<file path="config.mk">
export PLATFORM = sky130hd
export DESIGN_NAME = hough_vote_gen
export DESIGN_NICKNAME = d
export VERILOG_FILES = /design/src/rtl/hough_vote_gen.sv
export SDC_FILE = /design/constraint.sdc
export NUM_CORES = 1
export LEC_CHECK = 0
export BUFFER_PORTS_ARGS = -buffer_cell sky130_fd_sc_hd__clkbuf_2
export CAP_MARGIN = 10
export CORE_ASPECT_RATIO = 1.4
export CORE_MARGIN = 2
export CORE_UTILIZATION = 40
export CTS_BUF_LIST = sky130_fd_sc_hd__clkbuf_4 sky130_fd_sc_hd__clkbuf_8 sky130_fd_sc_hd__clkbuf_16
export DETAILED_ROUTE_END_ITERATION = 10
export PLACE_DENSITY = 0.68
export SLEW_MARGIN = 20
export SYNTH_ARGS = -nofsm -noshare
export SYNTH_HDL_FRONTEND = slang
export SYNTH_SLANG_ARGS = --single-unit
export TNS_END_PERCENT = 20
</file>
<file path="constraint.sdc">
create_clock -name clk -period 16.1 [get_ports clk]
set_input_delay 1.61 -clock clk [delete_from_list [all_inputs] [get_ports clk]]
set_output_delay 1.61 -clock clk [all_outputs]
set_load 0.03 [all_outputs]
</file>
<file path="src/rtl/hough_vote_gen.sv">
// hough_vote_gen
// Vote generator feeding the Hough accumulator memory. For each accepted
// edge pixel (x, y) it sweeps phi = 0..PHI_MAX degrees and computes
// rho = x*cos(phi) + y*sin(phi) in Q1.14 fixed point. It maps rho to an
// accumulator row r and issues one vote per angle, using the control
// sequence latch -> read-increment -> write.
//
// Ports:
//   clk        clock
//   reset      synchronous, active-high
//   pix_valid  pixel coordinate valid
//   pix_x      pixel column, unsigned
//   pix_y      pixel row, unsigned
//   pix_ready  block can accept a pixel (IDLE and not in reset)
//   r          accumulator row index, registered
//   phi        accumulator column index, registered
//   ctrl_memo  {wR_buf, wPhi_buf, wCnt_buf, we}, registered
//   busy       sweep in progress
//   vote_done  one-cycle pulse after the last vote of a pixel
//   pix_cnt    accepted-pixel counter, wraps at 2^20
module hough_vote_gen #(
  parameter int MSB_X         = 9,
  parameter int MSB_Y         = 8,
  parameter int MSB_PHI       = 7,
  parameter int MSB_R         = 11,
  parameter int PHI_MAX       = 179,
  parameter int R_OFFSET      = 1024,
  parameter int R_SHIFT       = 1,
  parameter int MSB_CTRL_MEMO = 3
) (
  input  logic                   clk,
  input  logic                   reset,
  input  logic                   pix_valid,
  input  logic [MSB_X:0]         pix_x,
  input  logic [MSB_Y:0]         pix_y,
  output logic                   pix_ready,
  output logic [MSB_R:0]         r,
  output logic [MSB_PHI:0]       phi,
  output logic [MSB_CTRL_MEMO:0] ctrl_memo,
  output logic                   busy,
  output logic                   vote_done,
  output logic [19:0]            pix_cnt
);

  localparam int PW = MSB_PHI + 1;
  localparam int RW = MSB_R + 1;
  localparam int CW = MSB_CTRL_MEMO + 1;

  localparam logic signed [27:0] RHO_HI   = 28'(R_OFFSET - 1);
  localparam logic signed [27:0] RHO_LO   = 28'(-R_OFFSET);
  localparam logic signed [27:0] RHO_BIAS = 28'(R_OFFSET);
  localparam logic signed [27:0] RHO_RND  = 28'sd8192;

  localparam logic [CW-1:0] CTRL_LATCH = CW'(4'b1100);
  localparam logic [CW-1:0] CTRL_INC   = CW'(4'b0010);
  localparam logic [CW-1:0] CTRL_WR    = CW'(4'b0001);

  typedef enum logic [2:0] {
    IDLE,
    CALC,
    LATCH,
    INC,
    WR
  } state_t;

  state_t          state;
  logic [MSB_X:0]  x_reg;
  logic [MSB_Y:0]  y_reg;
  logic [PW-1:0]   phi_cnt;

  // Quarter-wave sine table: round(16384 * sin(k deg)), k = 0..90, Q1.14.
  function automatic logic signed [15:0] q_rom(input logic [PW-1:0] k);
    case (int'(k))
      0:  q_rom = 16'sd0;
      1:  q_rom = 16'sd286;
      2:  q_rom = 16'sd572;
      3:  q_rom = 16'sd857;
      4:  q_rom = 16'sd1143;
      5:  q_rom = 16'sd1428;
      6:  q_rom = 16'sd1713;
      7:  q_rom = 16'sd1997;
      8:  q_rom = 16'sd2280;
      9:  q_rom = 16'sd2563;
      10: q_rom = 16'sd2845;
      11: q_rom = 16'sd3126;
      12: q_rom = 16'sd3406;
      13: q_rom = 16'sd3686;
      14: q_rom = 16'sd3964;
      15: q_rom = 16'sd4240;
      16: q_rom = 16'sd4516;
      17: q_rom = 16'sd4790;
      18: q_rom = 16'sd5063;
      19: q_rom = 16'sd5334;
      20: q_rom = 16'sd5604;
      21: q_rom = 16'sd5872;
      22: q_rom = 16'sd6138;
      23: q_rom = 16'sd6402;
      24: q_rom = 16'sd6664;
      25: q_rom = 16'sd6924;
      26: q_rom = 16'sd7182;
      27: q_rom = 16'sd7438;
      28: q_rom = 16'sd7692;
      29: q_rom = 16'sd7943;
      30: q_rom = 16'sd8192;
      31: q_rom = 16'sd8438;
      32: q_rom = 16'sd8682;
      33: q_rom = 16'sd8923;
      34: q_rom = 16'sd9162;
      35: q_rom = 16'sd9397;
      36: q_rom = 16'sd9630;
      37: q_rom = 16'sd9860;
      38: q_rom = 16'sd10087;
      39: q_rom = 16'sd10311;
      40: q_rom = 16'sd10531;
      41: q_rom = 16'sd10749;
      42: q_rom = 16'sd10963;
      43: q_rom = 16'sd11174;
      44: q_rom = 16'sd11381;
      45: q_rom = 16'sd11585;
      46: q_rom = 16'sd11786;
      47: q_rom = 16'sd11982;
      48: q_rom = 16'sd12176;
      49: q_rom = 16'sd12365;
      50: q_rom = 16'sd12551;
      51: q_rom = 16'sd12733;
      52: q_rom = 16'sd12911;
      53: q_rom = 16'sd13085;
      54: q_rom = 16'sd13255;
      55: q_rom = 16'sd13421;
      56: q_rom = 16'sd13583;
      57: q_rom = 16'sd13741;
      58: q_rom = 16'sd13894;
      59: q_rom = 16'sd14044;
      60: q_rom = 16'sd14189;
      61: q_rom = 16'sd14330;
      62: q_rom = 16'sd14466;
      63: q_rom = 16'sd14598;
      64: q_rom = 16'sd14726;
      65: q_rom = 16'sd14849;
      66: q_rom = 16'sd14968;
      67: q_rom = 16'sd15082;
      68: q_rom = 16'sd15191;
      69: q_rom = 16'sd15296;
      70: q_rom = 16'sd15396;
      71: q_rom = 16'sd15491;
      72: q_rom = 16'sd15582;
      73: q_rom = 16'sd15668;
      74: q_rom = 16'sd15749;
      75: q_rom = 16'sd15826;
      76: q_rom = 16'sd15897;
      77: q_rom = 16'sd15964;
      78: q_rom = 16'sd16026;
      79: q_rom = 16'sd16083;
      80: q_rom = 16'sd16135;
      81: q_rom = 16'sd16182;
      82: q_rom = 16'sd16225;
      83: q_rom = 16'sd16262;
      84: q_rom = 16'sd16294;
      85: q_rom = 16'sd16322;
      86: q_rom = 16'sd16344;
      87: q_rom = 16'sd16362;
      88: q_rom = 16'sd16374;
      89: q_rom = 16'sd16382;
      90: q_rom = 16'sd16384;
      default: q_rom = 16'sd0;
    endcase
  endfunction

  // ---------------------------------------------------------------------------
  // rho datapath for the current phi_cnt (evaluated while in CALC)
  // ---------------------------------------------------------------------------
  logic [PW-1:0]      sin_arg;
  logic [PW-1:0]      cos_arg;
  logic               cos_neg;
  logic signed [15:0] sin_q;
  logic signed [15:0] cos_mag;
  logic signed [15:0] cos_q;
  logic signed [26:0] x_ext;
  logic signed [26:0] y_ext;
  logic signed [26:0] prod_x;
  logic signed [26:0] prod_y;
  logic signed [27:0] acc_sum;
  logic signed [27:0] rho_raw;
  logic signed [27:0] rho_clamped;
  logic signed [27:0] rho_biased;
  logic [RW-1:0]      r_next;

  always_comb begin
    // Fold phi onto the quarter-wave table; cos is negative past 90 deg.
    if (phi_cnt <= PW'(90)) begin
      sin_arg = phi_cnt;
      cos_arg = PW'(90) - phi_cnt;
      cos_neg = 1'b0;
    end else begin
      sin_arg = PW'(180) - phi_cnt;
      cos_arg = phi_cnt - PW'(90);
      cos_neg = 1'b1;
    end

    sin_q   = q_rom(sin_arg);
    cos_mag = q_rom(cos_arg);
    cos_q   = cos_neg ? -cos_mag : cos_mag;

    x_ext  = signed'(27'(x_reg));
    y_ext  = signed'(27'(y_reg));
    prod_x = x_ext * 27'(cos_q);
    prod_y = y_ext * 27'(sin_q);

    // Adding half an LSB before the arithmetic shift rounds half up.
    acc_sum = 28'(prod_x) + 28'(prod_y) + RHO_RND;
    rho_raw = acc_sum >>> 14;

    if (rho_raw > RHO_HI) begin
      rho_clamped = RHO_HI;
    end else if (rho_raw < RHO_LO) begin
      rho_clamped = RHO_LO;
    end else begin
      rho_clamped = rho_raw;
    end

    // Biased value is non-negative, so the shift is a plain divide.
    rho_biased = rho_clamped + RHO_BIAS;
    r_next     = RW'(rho_biased >>> R_SHIFT);
  end

  // ---------------------------------------------------------------------------
  // Sweep FSM with registered outputs
  // ---------------------------------------------------------------------------
  always_ff @(posedge clk) begin
    if (reset) begin
      state     <= IDLE;
      x_reg     <= '0;
      y_reg     <= '0;
      phi_cnt   <= '0;
      r         <= '0;
      phi       <= '0;
      ctrl_memo <= '0;
      vote_done <= 1'b0;
      pix_cnt   <= '0;
    end else begin
      vote_done <= 1'b0;
      case (state)
        IDLE: begin
          ctrl_memo <= '0;
          if (pix_valid) begin
            x_reg   <= pix_x;
            y_reg   <= pix_y;
            phi_cnt <= '0;
            pix_cnt <= pix_cnt + 20'd1;
            state   <= CALC;
          end
        end
        CALC: begin
          r         <= r_next;
          phi       <= phi_cnt;
          ctrl_memo <= CTRL_LATCH;
          state     <= LATCH;
        end
        LATCH: begin
          ctrl_memo <= CTRL_INC;
          state     <= INC;
        end
        INC: begin
          ctrl_memo <= CTRL_WR;
          state     <= WR;
        end
        WR: begin
          ctrl_memo <= '0;
          if (phi_cnt == PW'(PHI_MAX)) begin
            vote_done <= 1'b1;
            state     <= IDLE;
          end else begin
            phi_cnt <= phi_cnt + PW'(1);
            state   <= CALC;
          end
        end
        default: begin
          ctrl_memo <= '0;
          state     <= IDLE;
        end
      endcase
    end
  end

  assign pix_ready = (state == IDLE) & ~reset;
  assign busy      = (state != IDLE);

endmodule
</file>
==> impl_metrics.py <==
metrics = {
    "run_status": {
        "status": "finished, final reports clean",
    },
    "setup_path": {
        "endpoint_kind": "register",
        "r2r_cells": 43,
        "crit_fanout": 39,
        "cp.arrival_ns": 14.89,
        "worst_setup_path_start_kind": "register",
        "critPathKind": "register to register",
        "max_stage_delay_ns": 0.90,
        "crit_slowest_cell": "o22ai_2",
        "crit_required_ns": 16.39,
        "crit_top_cell": "inv_1",
    },
    "finish": {
        "insertedDiodeCount": 0,
        "regArea_um2": 1480,
        "n_fill_cell": 4674,
        "multi_input_area_um2": 14800,
        "synthToLayoutAreaGrowth_pct": 5.96,
        "nets": 2771,
        "largest_register_ffs": 20,
        "final_layout_size_suffix_gt1_share_pct": 7.34,
    },
    "logic_synthesis": {
        "ys_async_sr_fraction_pct": 0,
        "syn_area_per_cell_um2": 7.84,
        "netlist_top_cells_area": "fa_1 30%, ha_1 9.8%, inv_1 8.7%",
        "synth_edf_count": 0,
        "netlist-cell-type-count": 99,
        "yosysMostFrequentCell": "inv_1",
        "yosys_register_bits": 74,
        "seq_area_frac_synth_pct": 8.01,
        "synth.top_cells.by_count": "429 x inv_1, 365 x nand2_1, 278 x fa_1, 145 x ha_1, 128 x nor2_1",
        "syn_inst": 2359,
        "synth_area_um2": 18500,
        "syn-num-nets": 2804,
        "synthFlopType": "dfxtp_1",
        "synth_top_area_cell": "fa_1",
        "synth-warning-count": 0,
        "yosysTopAreaCellShare_pct": 30.1,
    },
    "timing": {
        "fin_tns_setup_ns": 0,
        "setup_ws_ns": 1.50,
        "period_share_pct": 90.7,
        "setup_violations": 0,
        "rsz0062_at_grt": "no",
        "slew_violations": 0,
        "fin_worst_skew_ns": 0.00676,
        "tightest_slew_ns": 1.12,
        "slew_headroom_pct": 25.1,
        "fin_crit_ns": 14.60,
        "hold_viol": 0,
        "max_freq_mhz": 68.5,
    },
    "drt": {
        "routed_wl_mm": 56.2,
        "drc_errors": 0,
        "ant_nets": 0,
        "num_vias": 16815,
        "dr.pass1.iters": 6,
        "viasPerCell": 5.70,
        "wl_per_cell_um": 19.1,
        "drtIter0Drc": 1433,
    },
    "floorplanning": {
        "initial_core_util_pct": 40.3,
        "core_um2": 45800,
        "die_x_um": 186,
        "num_rows": 93,
        "die_y_um": 258,
        "num_io_pins": 69,
        "die_area_um2": 48000,
    },
    "placement": {
        "gp_congestion": 1.01,
        "io_buffers": 68,
        "pre_cts_ws_ns": 1.76,
        "dp_hpwl_mm": 43.8,
    },
    "global_routing": {
        "grt.total_usage_pct": 24.3,
        "antenna_found_initial": 0,
        "grt_pass1_wl_mm": 91.9,
        "overflow": 0,
        "grt_start_max_net_pins": 71,
        "grt_pass1_vias": 17377,
    },
    "clock_network": {
        "cts_setup_buffers": 0,
        "cts-resized-gates": 0,
        "holdBufCountCts": 0,
        "clk_path_buf_depth": 2,
        "root_buffer": "clkbuf_16",
        "insertion_delay_ns": 0.38,
        "cts_tree": "built",
        "htreeDepth": 3,
        "clk_pin_slew_worst_paths_ns": 0.07,
        "cts_made_buffers": 9,
        "cts_sinks": 74,
    },
    "power_and_ir_drop": {
        "powerDensity_nw_per_um2": 26.8,
        "peakVddDrop_v": 0.0000748,
        "p_leak_nw": 9.59,
    },
    "min_path": {
        "hold_path_depth": 2,
        "min_path_type": "register to register",
    },
    "job": {
        "cap_violations": 0,
    },
}
metal layers:
metal / track usage (%) / wire length (µm)
met5: 0 / 0
met4: 12.0 / 2930
met1: 28.3 / 21100
met3: 2.91 / 3260
met2: 43.6 / 29000
worst max-delay path, delay by kind of cell, from the launching register on:
| kind | cells | cell delay [ns] |
|---|---|---|
| AOI/OAI and AO/OA | 15 | 4.68 |
| xor gates and xnor gates | 1 | 0.12 |
| adders and majority gates | 11 | 5.47 |
| buffers and inverters | 8 | 1.47 |
| DFF | 1 | 0.30 |
| and+or+nand+nor | 8 | 2.41 |
logic make-up after synthesis:
kind of cell | count (synthesis) | synth area share (%)
and+or+nand+nor | 772 | 19.7
buffers and inverters | 576 | 12.1
AOI/OAI and AO/OA | 447 | 16.6
adders and majority gates | 423 | 39.9
DFF | 74 | 8.01
xor gates and xnor gates | 50 | 2.57
muxes | 17 | 1.14
layout make-up:
class	instances	share of cell area, %
flip-flops and latches	74	7.57
well taps	617	3.94
multi-input cells	1709	75.7
repair buffers	101	3.00
clock buffers	9	1.15
inverters	431	8.26
clock inverters	7	0.428
worst paths after layout:
check | endpoint | slack (ns) | from
max | r[11] | 1.50 | phi_cnt[0]
min | phi[6] | 0.46 | phi[6]
max reg2reg | r[11] | 1.50 | phi_cnt[0]
min reg2reg | phi[6] | 0.46 | phi[6]
stage by stage:
step | cell area [µm²] | hold WS (ns) | cells | power [mW] | util (%)
after detailed placement | 19300 | 0.450 | 2932 | 0.311 | 42.0
after floorplan | 18500 | 0.476 | 2359 | 0.275 | -
after global routing | 19600 | 0.481 | 2948 | 0.547 | 42.7
after global placement | 19300 | 0.449 | 2932 | 0.309 | 42.0
final | 19600 | 0.456 | 2948 | 0.524 | 42.7
after CTS | 19600 | 0.459 | 2948 | 0.527 | 42.7
power breakdown:
| part | switching, mW | internal, mW |
|---|---|---|
| registers | 0.0237 | 0.191 |
| clock network | 0.0938 | 0.123 |
| logic | 0.0615 | 0.0315 |
| total | 0.179 | 0.345 |
layout by cell type, fill, tap and decap left out, drive strengths merged, types with 11 or more instances in the layout:
cell	instances
inv	435
nand2	365
fa	278
ha	145
nor2	128
and2	110
a21oi	107
o21ai	99
clkbuf	77
dfxtp	74
nand3	50
buf	33
o211ai	31
a211oi	30
nor3	30
xnor2	27
xor2	23
a21o	19
a31oi	15
o31ai	14
nand4	12
mux2i	11
o221ai	11
(Power assumes the default switching activity.)
